`config.mk`:
```
export PLATFORM = sky130hd
export DESIGN_NAME = gstmcu_ram_sched_flat
export DESIGN_NICKNAME = d
export VERILOG_FILES = /design/src/rtl/gstmcu_pkg.sv /design/src/rtl/gstmcu_ram_sched_if.sv /design/src/rtl/gstmcu_vid_addr_cnt.sv /design/src/rtl/gstmcu_ram_sched.sv /design/src/flat_wrapper.sv
export SDC_FILE = /design/constraint.sdc
export NUM_CORES = 1
export LEC_CHECK = 0
export ABC_CLOCK_PERIOD_IN_PS = 3400
export CAP_MARGIN = 5
export CORE_UTILIZATION = 28
export CTS_BUF_LIST = sky130_fd_sc_hd__clkbuf_4 sky130_fd_sc_hd__clkbuf_8
export CTS_CLUSTER_DIAMETER = 100
export DETAILED_ROUTE_END_ITERATION = 8
export GPL_TIMING_DRIVEN = 0
export SLEW_MARGIN = 20
export SYNTH_ARGS = -nofsm -noshare
export SYNTH_HDL_FRONTEND = slang
export SYNTH_SLANG_ARGS = --single-unit
```
`constraint.sdc`:
```
create_clock -name m2clock -period 3.4 [get_ports m2clock]
set_clock_uncertainty 0.05 [all_clocks]
set_input_delay 0.51 -clock m2clock [delete_from_list [all_inputs] [get_ports m2clock]]
set_output_delay 0.51 -clock m2clock [all_outputs]
set_load 0.01 [all_outputs]
```
`src/rtl/gstmcu_pkg.sv`:
```
// gstmcu_pkg: shared definitions for the GSTMCU DRAM slot scheduler.
//   owner_t       slot owner codes, as driven on ram_owner
//   SLOT_LEN      clocks per RAM slot
//   ph_t          phase counter type (0..SLOT_LEN-1)
//   PH_START      first phase of a slot (owner/address become valid)
//   PH_DECIDE     last phase of a slot (next owner chosen, completions pulse)
//   REF_PEND_MAX  saturation value of the pending-refresh counter
package gstmcu_pkg;

  localparam int SLOT_LEN = 4;

  typedef logic [$clog2(SLOT_LEN)-1:0] ph_t;

  localparam ph_t PH_START  = ph_t'(0);
  localparam ph_t PH_DECIDE = ph_t'(3);

  localparam logic [1:0] REF_PEND_MAX = 2'd3;

  typedef enum logic [2:0] {
    IDLE    = 3'd0,
    VIDEO   = 3'd1,
    REFRESH = 3'd2,
    DMA     = 3'd3,
    CPU     = 3'd4
  } owner_t;

endpackage

```
`src/rtl/gstmcu_ram_sched_if.sv`:
```
// gstmcu_ram_sched_if: bus between the RAM slot scheduler and its neighbours.
//   de, vsync_n           timing generator inputs
//   vid_base              screen base word address
//   dma_req/addr/ack      DMA request handshake (req held until ack)
//   cpu_req/addr/ack      CPU request handshake (req held until ack)
//   vid_load, vid_addr    video fetch pulse and current fetch address
//   ram_cycle             strobe at the start of each non-idle slot
//   ram_refresh           high for a whole refresh slot
//   ram_addr, ram_owner   address and owner of the current slot
// Modport slave is the scheduler side; master is the environment side.
interface gstmcu_ram_sched_if #(
  parameter int ADDR_W = 21
) ();

  logic              de;
  logic              vsync_n;
  logic [ADDR_W-1:0] vid_base;
  logic              dma_req;
  logic [ADDR_W-1:0] dma_addr;
  logic              dma_ack;
  logic              cpu_req;
  logic [ADDR_W-1:0] cpu_addr;
  logic              cpu_ack;
  logic              vid_load;
  logic [ADDR_W-1:0] vid_addr;
  logic              ram_cycle;
  logic              ram_refresh;
  logic [ADDR_W-1:0] ram_addr;
  logic [2:0]        ram_owner;

  modport master (
    output de, vsync_n, vid_base, dma_req, dma_addr, cpu_req, cpu_addr,
    input  dma_ack, cpu_ack, vid_load, vid_addr,
           ram_cycle, ram_refresh, ram_addr, ram_owner
  );

  modport slave (
    input  de, vsync_n, vid_base, dma_req, dma_addr, cpu_req, cpu_addr,
    output dma_ack, cpu_ack, vid_load, vid_addr,
           ram_cycle, ram_refresh, ram_addr, ram_owner
  );

endinterface

```
`src/rtl/gstmcu_vid_addr_cnt.sv`:
```
// gstmcu_vid_addr_cnt: video fetch address counter.
//   clk, rst    system clock, synchronous active-high reset
//   vsync_n     active-low vertical sync (asynchronous to nothing, just registered)
//   vid_base    value loaded one cycle after a vsync falling edge is seen
//   inc         advance the address by one word (modulo 2^ADDR_W)
//   vid_addr    current video fetch address
// A reload takes precedence over a simultaneous increment.
module gstmcu_vid_addr_cnt #(
  parameter int ADDR_W = 21
) (
  input  logic              clk,
  input  logic              rst,
  input  logic              vsync_n,
  input  logic [ADDR_W-1:0] vid_base,
  input  logic              inc,
  output logic [ADDR_W-1:0] vid_addr
);

  logic vsync_n_p1;
  logic vsync_n_p2;
  logic reload_p3;

  always_ff @(posedge clk) begin
    if (rst) begin
      // Sync registers idle high so reset release never looks like an edge.
      vsync_n_p1 <= 1'b1;
      vsync_n_p2 <= 1'b1;
      reload_p3  <= 1'b0;
      vid_addr   <= '0;
    end else begin
      // p1/p2: registered vsync_n and its delayed copy for edge detection
      vsync_n_p1 <= vsync_n;
      vsync_n_p2 <= vsync_n_p1;
      // p3: falling edge seen on the registered value, reload next edge
      reload_p3  <= vsync_n_p2 & ~vsync_n_p1;
      if (reload_p3) begin
        vid_addr <= vid_base;
      end else if (inc) begin
        vid_addr <= vid_addr + ADDR_W'(1);
      end
    end
  end

endmodule

```
`src/rtl/gstmcu_ram_sched.sv`:
```
// gstmcu_ram_sched: DRAM slot scheduler for the GSTMCU.
//   m2clock   system clock; one RAM slot lasts SLOT_LEN cycles
//   res       synchronous active-high reset
//   bus       gstmcu_ram_sched_if.slave (requests in, slot strobes out)
// The RAM is time-sliced into slots alternating even/odd. Even slots go to
// video, then refresh, then (with SPARE_EN) DMA/CPU; odd slots go to DMA,
// then CPU. The next owner is chosen in the last phase of a slot and takes
// over on the following edge; completions pulse in the last phase of the
// granted slot.
module gstmcu_ram_sched
  import gstmcu_pkg::*;
#(
  parameter int ADDR_W         = 21,
  parameter int REFRESH_PERIOD = 64,
  parameter bit SPARE_EN       = 1'b1
) (
  input logic               m2clock,
  input logic               res,
  gstmcu_ram_sched_if.slave bus
);

  localparam int  RC_W   = (REFRESH_PERIOD > 2) ? $clog2(REFRESH_PERIOD) : 1;
  localparam ph_t PH_PRE = PH_DECIDE - ph_t'(1);

  ph_t               ph;
  logic              slot_odd;
  owner_t            owner;
  logic [ADDR_W-1:0] slot_addr;
  logic [RC_W-1:0]   ref_cnt;
  logic [1:0]        ref_pend;
  logic              dma_served;
  logic              cpu_served;
  logic              ram_cycle_r;
  logic              dma_ack_r;
  logic              cpu_ack_r;
  logic              vid_load_r;
  logic [ADDR_W-1:0] vid_addr;

  owner_t            next_owner;
  logic [ADDR_W-1:0] next_addr;
  logic              dma_elig;
  logic              cpu_elig;
  logic              ref_inc;
  logic              ref_dec;

  gstmcu_vid_addr_cnt #(
    .ADDR_W(ADDR_W)
  ) u_vid_addr_cnt (
    .clk      (m2clock),
    .rst      (res),
    .vsync_n  (bus.vsync_n),
    .vid_base (bus.vid_base),
    .inc      (vid_load_r),
    .vid_addr (vid_addr)
  );

  // A requester that keeps req high across its ack stays locked out until it
  // drops req; the ack term covers the decision taken in the ack cycle itself,
  // before the served flag has been set.
  always_comb begin
    dma_elig   = bus.dma_req & ~dma_served & ~dma_ack_r;
    cpu_elig   = bus.cpu_req & ~cpu_served & ~cpu_ack_r;
    next_owner = IDLE;
    next_addr  = '0;
    if (slot_odd) begin
      // Current slot is odd, so the one being decided is even.
      if (bus.de) begin
        next_owner = VIDEO;
        next_addr  = vid_addr;
      end else if (ref_pend != 2'd0) begin
        next_owner = REFRESH;
      end else if (SPARE_EN && dma_elig) begin
        next_owner = DMA;
        next_addr  = bus.dma_addr;
      end else if (SPARE_EN && cpu_elig) begin
        next_owner = CPU;
        next_addr  = bus.cpu_addr;
      end
    end else begin
      if (dma_elig) begin
        next_owner = DMA;
        next_addr  = bus.dma_addr;
      end else if (cpu_elig) begin
        next_owner = CPU;
        next_addr  = bus.cpu_addr;
      end
    end
  end

  // Refresh bookkeeping happens on slot boundaries. The request is raised one
  // slot early so it is already pending when the REFRESH_PERIOD-th slot is
  // decided.
  assign ref_inc = (ph == PH_DECIDE) && (ref_cnt == RC_W'(REFRESH_PERIOD - 2));
  assign ref_dec = (ph == PH_DECIDE) && (owner == REFRESH);

  always_ff @(posedge m2clock) begin
    if (res) begin
      ph          <= PH_START;
      slot_odd    <= 1'b0;
      owner       <= IDLE;
      slot_addr   <= '0;
      ref_cnt     <= '0;
      ref_pend    <= 2'd0;
      dma_served  <= 1'b0;
      cpu_served  <= 1'b0;
      ram_cycle_r <= 1'b0;
      dma_ack_r   <= 1'b0;
      cpu_ack_r   <= 1'b0;
      vid_load_r  <= 1'b0;
    end else begin
      ph          <= ph + ph_t'(1);
      ram_cycle_r <= 1'b0;

      // Completion pulses land in the last phase of the granted slot.
      dma_ack_r  <= (ph == PH_PRE) && (owner == DMA);
      cpu_ack_r  <= (ph == PH_PRE) && (owner == CPU);
      vid_load_r <= (ph == PH_PRE) && (owner == VIDEO);

      // Slot boundary: hand the RAM to the next owner.
      if (ph == PH_DECIDE) begin
        owner       <= next_owner;
        slot_addr   <= next_addr;
        ram_cycle_r <= (next_owner != IDLE);
        slot_odd    <= ~slot_odd;
        ref_cnt     <= (ref_cnt == RC_W'(REFRESH_PERIOD - 1)) ? '0 : ref_cnt + RC_W'(1);
      end

      if (ref_inc && !ref_dec) begin
        if (ref_pend != REF_PEND_MAX) begin
          ref_pend <= ref_pend + 2'd1;
        end
      end else if (ref_dec && !ref_inc) begin
        ref_pend <= ref_pend - 2'd1;
      end

      if (!bus.dma_req) begin
        dma_served <= 1'b0;
      end else if (dma_ack_r) begin
        dma_served <= 1'b1;
      end
      if (!bus.cpu_req) begin
        cpu_served <= 1'b0;
      end else if (cpu_ack_r) begin
        cpu_served <= 1'b1;
      end
    end
  end

  assign bus.ram_owner   = owner;
  assign bus.ram_addr    = slot_addr;
  assign bus.ram_cycle   = ram_cycle_r;
  assign bus.ram_refresh = (owner == REFRESH);
  assign bus.dma_ack     = dma_ack_r;
  assign bus.cpu_ack     = cpu_ack_r;
  assign bus.vid_load    = vid_load_r;
  assign bus.vid_addr    = vid_addr;

endmodule

```
`src/flat_wrapper.sv`:
```
// flat-port wrapper written by rule: the top's interface ports become plain ports
module gstmcu_ram_sched_flat import gstmcu_pkg::*;
#(
  parameter int ADDR_W         = 21,
  parameter int REFRESH_PERIOD = 64,
  parameter bit SPARE_EN       = 1'b1
)
  (m2clock, res, bus_de, bus_vsync_n, bus_vid_base, bus_dma_req, bus_dma_addr, bus_cpu_req, bus_cpu_addr, bus_dma_ack, bus_cpu_ack, bus_vid_load, bus_vid_addr, bus_ram_cycle, bus_ram_refresh, bus_ram_addr, bus_ram_owner);
  gstmcu_ram_sched_if #(.ADDR_W(ADDR_W)) bus_i ();
  input logic m2clock;
  input logic res;
  input wire logic [$bits(bus_i.de)-1:0] bus_de;
  input wire logic [$bits(bus_i.vsync_n)-1:0] bus_vsync_n;
  input wire logic [$bits(bus_i.vid_base)-1:0] bus_vid_base;
  input wire logic [$bits(bus_i.dma_req)-1:0] bus_dma_req;
  input wire logic [$bits(bus_i.dma_addr)-1:0] bus_dma_addr;
  input wire logic [$bits(bus_i.cpu_req)-1:0] bus_cpu_req;
  input wire logic [$bits(bus_i.cpu_addr)-1:0] bus_cpu_addr;
  output wire logic [$bits(bus_i.dma_ack)-1:0] bus_dma_ack;
  output wire logic [$bits(bus_i.cpu_ack)-1:0] bus_cpu_ack;
  output wire logic [$bits(bus_i.vid_load)-1:0] bus_vid_load;
  output wire logic [$bits(bus_i.vid_addr)-1:0] bus_vid_addr;
  output wire logic [$bits(bus_i.ram_cycle)-1:0] bus_ram_cycle;
  output wire logic [$bits(bus_i.ram_refresh)-1:0] bus_ram_refresh;
  output wire logic [$bits(bus_i.ram_addr)-1:0] bus_ram_addr;
  output wire logic [$bits(bus_i.ram_owner)-1:0] bus_ram_owner;
  assign bus_i.de = bus_de;
  assign bus_i.vsync_n = bus_vsync_n;
  assign bus_i.vid_base = bus_vid_base;
  assign bus_i.dma_req = bus_dma_req;
  assign bus_i.dma_addr = bus_dma_addr;
  assign bus_i.cpu_req = bus_cpu_req;
  assign bus_i.cpu_addr = bus_cpu_addr;
  assign bus_dma_ack = bus_i.dma_ack;
  assign bus_cpu_ack = bus_i.cpu_ack;
  assign bus_vid_load = bus_i.vid_load;
  assign bus_vid_addr = bus_i.vid_addr;
  assign bus_ram_cycle = bus_i.ram_cycle;
  assign bus_ram_refresh = bus_i.ram_refresh;
  assign bus_ram_addr = bus_i.ram_addr;
  assign bus_ram_owner = bus_i.ram_owner;
  gstmcu_ram_sched #(.ADDR_W(ADDR_W), .REFRESH_PERIOD(REFRESH_PERIOD), .SPARE_EN(SPARE_EN)) u_core (.m2clock(m2clock), .res(res), .bus(bus_i));
endmodule
```
* Yosys cells after proc, flatten, opt, wreduce, memory -nomap -nowiden
Cells that the tools add are included.
W data, S select, Z words.
** Storage, ports and cells
- Register bits after elaboration :: 65
- Output and inout bits :: 50
** Operators by class
- Add/sub/neg operators :: 5
- Eq/ne operators :: 10
- Muxes and demuxes :: 16
- Bitwise logic cells :: 14
- Reduce and logical (&&, ||, !) cells :: 17
** Operator list (number)
- $mux W21 :: 7
- $add A21 B1 Y21 const B :: 1
- $mux W3 :: 5
- $eq A6 B6 Y1 const B :: 2
- $not A1 Y1 :: 9
- $logic_and A1 B1 Y1 :: 7
- $add A6 B1 Y6 const B :: 1
- $eq A3 B2 Y1 const B :: 2
- $mux W2 :: 3
- $mux W6 :: 1
- $reduce_bool A2 Y1 :: 3
- $reduce_or A2 Y1 :: 3
- $and A1 B1 Y1 :: 5
- $add A2 B1 Y2 const B :: 2
- $eq A2 B2 Y1 const B :: 2
- $ne A2 B2 Y1 const B :: 2
- $eq A3 B1 Y1 const B :: 1
- $eq A3 B3 Y1 const B :: 1
- $reduce_bool A3 Y1 :: 1
- $logic_not A1 Y1 :: 2
- $reduce_and A2 Y1 :: 1
- $sub A2 B1 Y2 const B :: 1

* Logic depth before layout (Yosys ltp)
- Depth in word-level cells :: 9
- Mapped depth :: 6
- Depth with buffers taken out :: 6

* Hierarchy
Synthesis repeated with hierarchy kept, for this count alone.
** Second synthesis, totals
- Cells, all modules :: 375
- Area total of the unflattened synthesis :: 3475.8 sq um
** Modules (own cells, without submodules)
- gstmcu_ram_sched :: times used 1, cells an instance 219, area an instance 2178.3 sq um, seq. area each 820.8 sq um
- gstmcu_vid_addr_cnt :: times used 1, cells an instance 156, area an instance 1297.5 sq um, seq. area each 480.5 sq um

* Worst setup path before layout
OpenSTA, ideal clock, no wires.
- Kind :: input to register
- From :: input bus_cpu_req
- To :: register u_core.slot_addr[1] (netlist: u_core.bus.ram_addr[1])
- Arrival :: 1776 ps
- Required time :: 3259 ps
- Setup slack :: 1483 ps
- Cell stages on the path :: 5
- Buffers on the path :: 1
- Cells stage by stage :: or3b_4 -> a2111oi_4 -> buf_6 -> a21oi_1 -> a311oi_1
** Between the ends
- Cells in the longest elaborated chain, start to end :: 7
** Ends and longest elaborated chain
- from (decl) :: line flat_wrapper.sv:17 : input wire logic [$bits(bus_i.cpu_req)-1:0] bus_cpu_req;
- $and A1 B1 Y1 (*) (2 in series) :: line gstmcu_ram_sched.sv:62 : cpu_elig = bus.cpu_req & ~cpu_served & ~cpu_ack_r;
- $mux W21 (*) :: line gstmcu_ram_sched.sv:75, gstmcu_ram_sched.sv:83
- $mux W21 (*) :: line gstmcu_ram_sched.sv:72, gstmcu_ram_sched.sv:80
- $mux W21 :: line gstmcu_ram_sched.sv:70 : end else if (ref_pend != 2'd0) begin
- $mux W21 :: line gstmcu_ram_sched.sv:67 : if (bus.de) begin
- $mux W21 (*) :: line gstmcu_ram_sched.sv:65 : if (slot_odd) begin
- to (signal assigned) :: line gstmcu_ram_sched.sv:122 : slot_addr <= next_addr;
- to (decl) :: line gstmcu_ram_sched.sv:28 : logic [ADDR_W-1:0] slot_addr;
Mark *: on every way between the ends. The rest lies on a longest branch, timed or not.
A chain may end at the register's enable or synchronous reset.

* Worst setup path after layout
- From :: register u_core.owner[1] (netlist: u_core.bus.ram_owner[1])
- To :: output bus_ram_refresh
** Between the ends
- Cells in the longest elaborated chain, start to end :: 1
** Ends and longest elaborated chain
- from (decl) :: line gstmcu_ram_sched.sv:27 : owner_t owner;
- from (signal assigned) :: line gstmcu_ram_sched.sv:121 : owner <= next_owner;
- $eq A3 B2 Y1 :: line gstmcu_ram_sched.sv:152 : assign bus.ram_refresh = (owner == REFRESH);
- to (decl) :: line flat_wrapper.sv:24 : output wire logic [$bits(bus_i.ram_refresh)-1:0] bus_ram_refresh;
No other way between the ends.

==> reports/qor.log <==
qor: power.power.static_leakage 1.597 nW
qor: logic_synthesis.synth_most_common_cell sky130_fd_sc_hd__dfxtp_1
qor: timing.period_needed 2643 ps
qor: setup_path.reg2reg_slack 1440 ps
qor: power.ir_worst_vdd 0.0002700 V
qor: setup_path.worstSetupPathType register to primary output
qor: final_layout.final-seq-area 0.001301 sq mm
qor: placed_design.pre_cts_slack 787.5 ps
qor: logic_synthesis.synth_nets 466
qor: cts.ctsResizeCount 0
qor: job.maxCapViolCount 0
qor: grt.grt_first_pass_wirelength 17.19 mm
qor: cts.cts_setup_buffers 0
qor: final_layout.final_area 0.004748 sq mm
qor: final_layout.areaGrowthSynthToFinish 47.38%
qor: cts.cts_inserted_buffers 9
qor: route.detailedRoute.firstIterationViolations 163
qor: grt.vias_in_the_first_global_route 3,347
qor: final_layout.num_antenna_cells 0
qor: timing.fmaxAchievable 378.4 MHz
qor: logic_synthesis.synth_enable_flop_cells 0
qor: floorplan.initial_core_utilization 29.21%
qor: logic_synthesis.synthDominantAreaCellType sky130_fd_sc_hd__dfxtp_1
qor: logic_synthesis.postSynth.topFlopCell sky130_fd_sc_hd__dfxtp_1
qor: floorplan.die_area 0.01194 sq mm
qor: logic_synthesis.synth-warning-count 0
qor: grt.grt_start_max_net_pins 11
qor: cts.hold_buffer_count_at_cts 0
qor: timing.post-route-worst-setup-slack 757.4 ps
qor: cts.worstSkewPairLatency 350 ps
qor: cts.htree_levels 3
qor: timing.hold_viol 0
qor: timing.tightest_slew_margin_relative_to_the_limit 51.20%
qor: final_layout.instances_no_fill 664
qor: setup_path.required 2840 ps
qor: cts.ctsRootBufferMaster sky130_fd_sc_hd__clkbuf_8
qor: timing.grt_setup_unrepaired false
qor: cts.cts_tree yes
qor: route.num_vias 3,448
qor: timing.final-setup-viol-count 0
qor: power.power_per_cell_area 366.7 mW/mm^2
qor: floorplan.die_h 109.3 microns
qor: route.drt_wl_total 11.38 mm
qor: logic_synthesis.syn-instance-count 392
qor: grt.globalRoute.totalOverflow 0
qor: logic_synthesis.postSynthRegisterBits 65
qor: final_layout.final.fill_count 1,155
qor: setup_path.endpoint_kind primary output
qor: floorplan.die_width 109.3 microns
qor: placed_design.port_bufs 117
qor: run_status.status finished clean
qor: floorplan.core_area 0.01103 sq mm
qor: cts.maximum_root_to_sink_buffer_count 2
qor: timing.setup_total_negative_slack 0 ps
qor: route.ant_nets 0
qor: route.drc_errors 0
qor: timing.slew_viol_final 0
qor: placed_design.detailed_place.area 0.004568 sq mm
qor: logic_synthesis.yosys-top-cells-area sky130_fd_sc_hd__dfxtp_1, sky130_fd_sc_hd__nor2_1, sky130_fd_sc_hd__a311oi_1
qor: setup_path.critical_path.startpoint_type register
qor: logic_synthesis.cell_area_after_technology_mapping 0.003222 sq mm
qor: placed_design.dpl.hpwl 8.706 mm
qor: timing.finalCritPeriodShare 77.72%
qor: grt.grt_antenna_before_repair 0
qor: final_layout.nets 594
qor: logic_synthesis.synth_cell_types 54
qor: logic_synthesis.synth.top_cells.by_count sky130_fd_sc_hd__dfxtp_1, sky130_fd_sc_hd__nor2_1, sky130_fd_sc_hd__nand2_1
qor: logic_synthesis.syn_avg_cell_area 8.219 sq um
qor: cts.clk_transition_reported_paths 70 ps
qor: cts.cts_num_sinks 65
qor: floorplan.io-pin-count 119
qor: route.route.detailed.vias_per_inst 5.193
qor: route.routedWlPerCell 17.14 microns
qor: setup_path.worst-endpoint-arrival 2080 ps
qor: logic_synthesis.synth-async-reset-ratio 0%
qor: logic_synthesis.seq_area_frac_synth 40.39%
qor: placed_design.placed_cells_incl_taps 649
qor: worst_hold_path.min_path_type register to register
qor: timing.worstMarginPinSlew 730.4 ps
qor: logic_synthesis.post-synth-top-area-fraction 40.39%
qor: setup_path.crit_path_max_fanout 7
qor: final_layout.multi_input_area 0.001745 sq mm
qor: placed_design.gpl.final_weighted_congestion 0.8861
qor: final_layout.drive_above_1_share 5.725%
qor: floorplan.num_rows 38
qor: grt.globalRouteTotalUtil 19.36%
qor: route.firstDrtPassIters 5
[area by class of cell]
| type | count | share of cell area, % |
|---|---|---|
| clock buffer | 12 | 3.478 |
| tap | 140 | 3.689 |
| timing repair buffer | 117 | 24.66 |
| inverter | 13 | 1.028 |
| buffer | 28 | 2.661 |
| clock inverter | 3 | 0.3162 |
| multi-input combinational | 286 | 36.76 |
| sequential | 65 | 27.40 |
[cell usage in the layout, fill, tap and decap left out, types with 2 or more instances in the layout]
cell,count
sky130_fd_sc_hd__o31ai_1,2
sky130_fd_sc_hd__clkbuf_8,12
sky130_fd_sc_hd__a21oi_1,27
sky130_fd_sc_hd__or2_2,3
sky130_fd_sc_hd__a31oi_1,5
sky130_fd_sc_hd__ha_1,5
sky130_fd_sc_hd__o211ai_1,2
sky130_fd_sc_hd__clkbuf_1,20
sky130_fd_sc_hd__nor3b_1,3
sky130_fd_sc_hd__nor2b_1,3
sky130_fd_sc_hd__inv_1,12
sky130_fd_sc_hd__buf_2,2
sky130_fd_sc_hd__a21o_1,2
sky130_fd_sc_hd__a211oi_1,16
sky130_fd_sc_hd__a311oi_1,22
sky130_fd_sc_hd__a21oi_2,2
sky130_fd_sc_hd__clkinv_2,3
sky130_fd_sc_hd__nor3_1,9
sky130_fd_sc_hd__nor4_1,3
sky130_fd_sc_hd__and3_1,3
sky130_fd_sc_hd__buf_6,2
sky130_fd_sc_hd__or3_1,3
sky130_fd_sc_hd__nand4_1,6
sky130_fd_sc_hd__o21ai_0,4
sky130_fd_sc_hd__nand3_1,26
sky130_fd_sc_hd__and4_1,5
sky130_fd_sc_hd__clkdlybuf4s50_1,117
sky130_fd_sc_hd__nor2_1,60
sky130_fd_sc_hd__dfxtp_1,65
sky130_fd_sc_hd__mux2i_1,2
sky130_fd_sc_hd__nand2_1,34
sky130_fd_sc_hd__xor2_1,6
sky130_fd_sc_hd__a2111oi_0,2
sky130_fd_sc_hd__buf_1,3
sky130_fd_sc_hd__xnor2_1,11
[critical path, stage by stage (launching register included)]
cell and delay (ps):
sky130_fd_sc_hd__dfxtp_1 430, sky130_fd_sc_hd__nor3b_1 640, sky130_fd_sc_hd__clkdlybuf4s50_1 670
[metal layers]
layer	track usage (%)	vias up	share of wire (%)	wire (microns)
li1	-	1680	-	-
met1	24.59	1615	44	5034
met2	31.36	134	47	5313
met3	4.603	19	6.8	774
met4	7.905	0	2.3	260
met5	0	-	0	0
[power by group]
part | internal [mW] | switching, mW
Clock | 0.317 | 0.295
Combinational | 0.167 | 0.132
Sequential | 0.795 | 0.0355
[through the flow]
| stage | hold slack [ps] | util (%) | power, mW |
|---|---|---|---|
| floorplan | 342.4 | - | 0.9651 |
| finish | 362.7 | 43.05 | 1.741 |
| CTS | 362.2 | 43.05 | 1.757 |
| global route | 383.8 | 43.05 | 1.823 |
| detailed placement | 352.0 | 41.41 | 1.147 |
| global placement | 353.5 | 41.41 | 1.143 |
[state kept, by name, summed over array words and instances (netlist names)]
register	flops
u_core.bus.ram_addr	21
u_core.u_vid_addr_cnt.vid_addr	21
u_core.ref_cnt	6
u_core.bus.ram_owner	3
u_core.ph	2
u_core.ref_pend	2
u_core.bus.cpu_ack	1
u_core.bus.dma_ack	1
u_core.bus.ram_cycle	1
u_core.bus.vid_load	1
u_core.cpu_served	1
u_core.dma_served	1
u_core.slot_odd	1
u_core.u_vid_addr_cnt.reload_p3	1
u_core.u_vid_addr_cnt.vsync_n_p1	1
u_core.u_vid_addr_cnt.vsync_n_p2	1
[final timing paths]
check	start	end	cells after the start
worst max-delay path	u_core.bus.ram_owner[1]$_SDFFE_PP0N_	bus_ram_refresh	2
worst min-delay path	u_core.u_vid_addr_cnt.vsync_n_p2$_SDFF_PP1_	u_core.u_vid_addr_cnt.reload_p3$_SDFF_PP0_	2
worst max register to register	u_core.u_vid_addr_cnt.vid_addr[9]$_SDFFE_PP0P_	u_core.u_vid_addr_cnt.vid_addr[18]$_SDFFE_PP0P_	4
worst min register to register	u_core.u_vid_addr_cnt.vsync_n_p2$_SDFF_PP1_	u_core.u_vid_addr_cnt.reload_p3$_SDFF_PP0_	2
[kinds of logic (layout without fill, tap and decap cells)]
logic type	after synthesis	count (layout)	share of synthesized area (%)
buffers and inverters	41	173	5.437
XOR/XNOR	17	17	4.621
flip-flops	65	65	40.39
AO/OA/AOI/OAI	94	94	21.24
multiplexers	2	2	0.6214
adder cells (fa/ha/maj)	5	5	1.942
AND/OR/NAND/NOR	168	168	25.75
No activity file was read; power rests on OpenSTA's default activity.
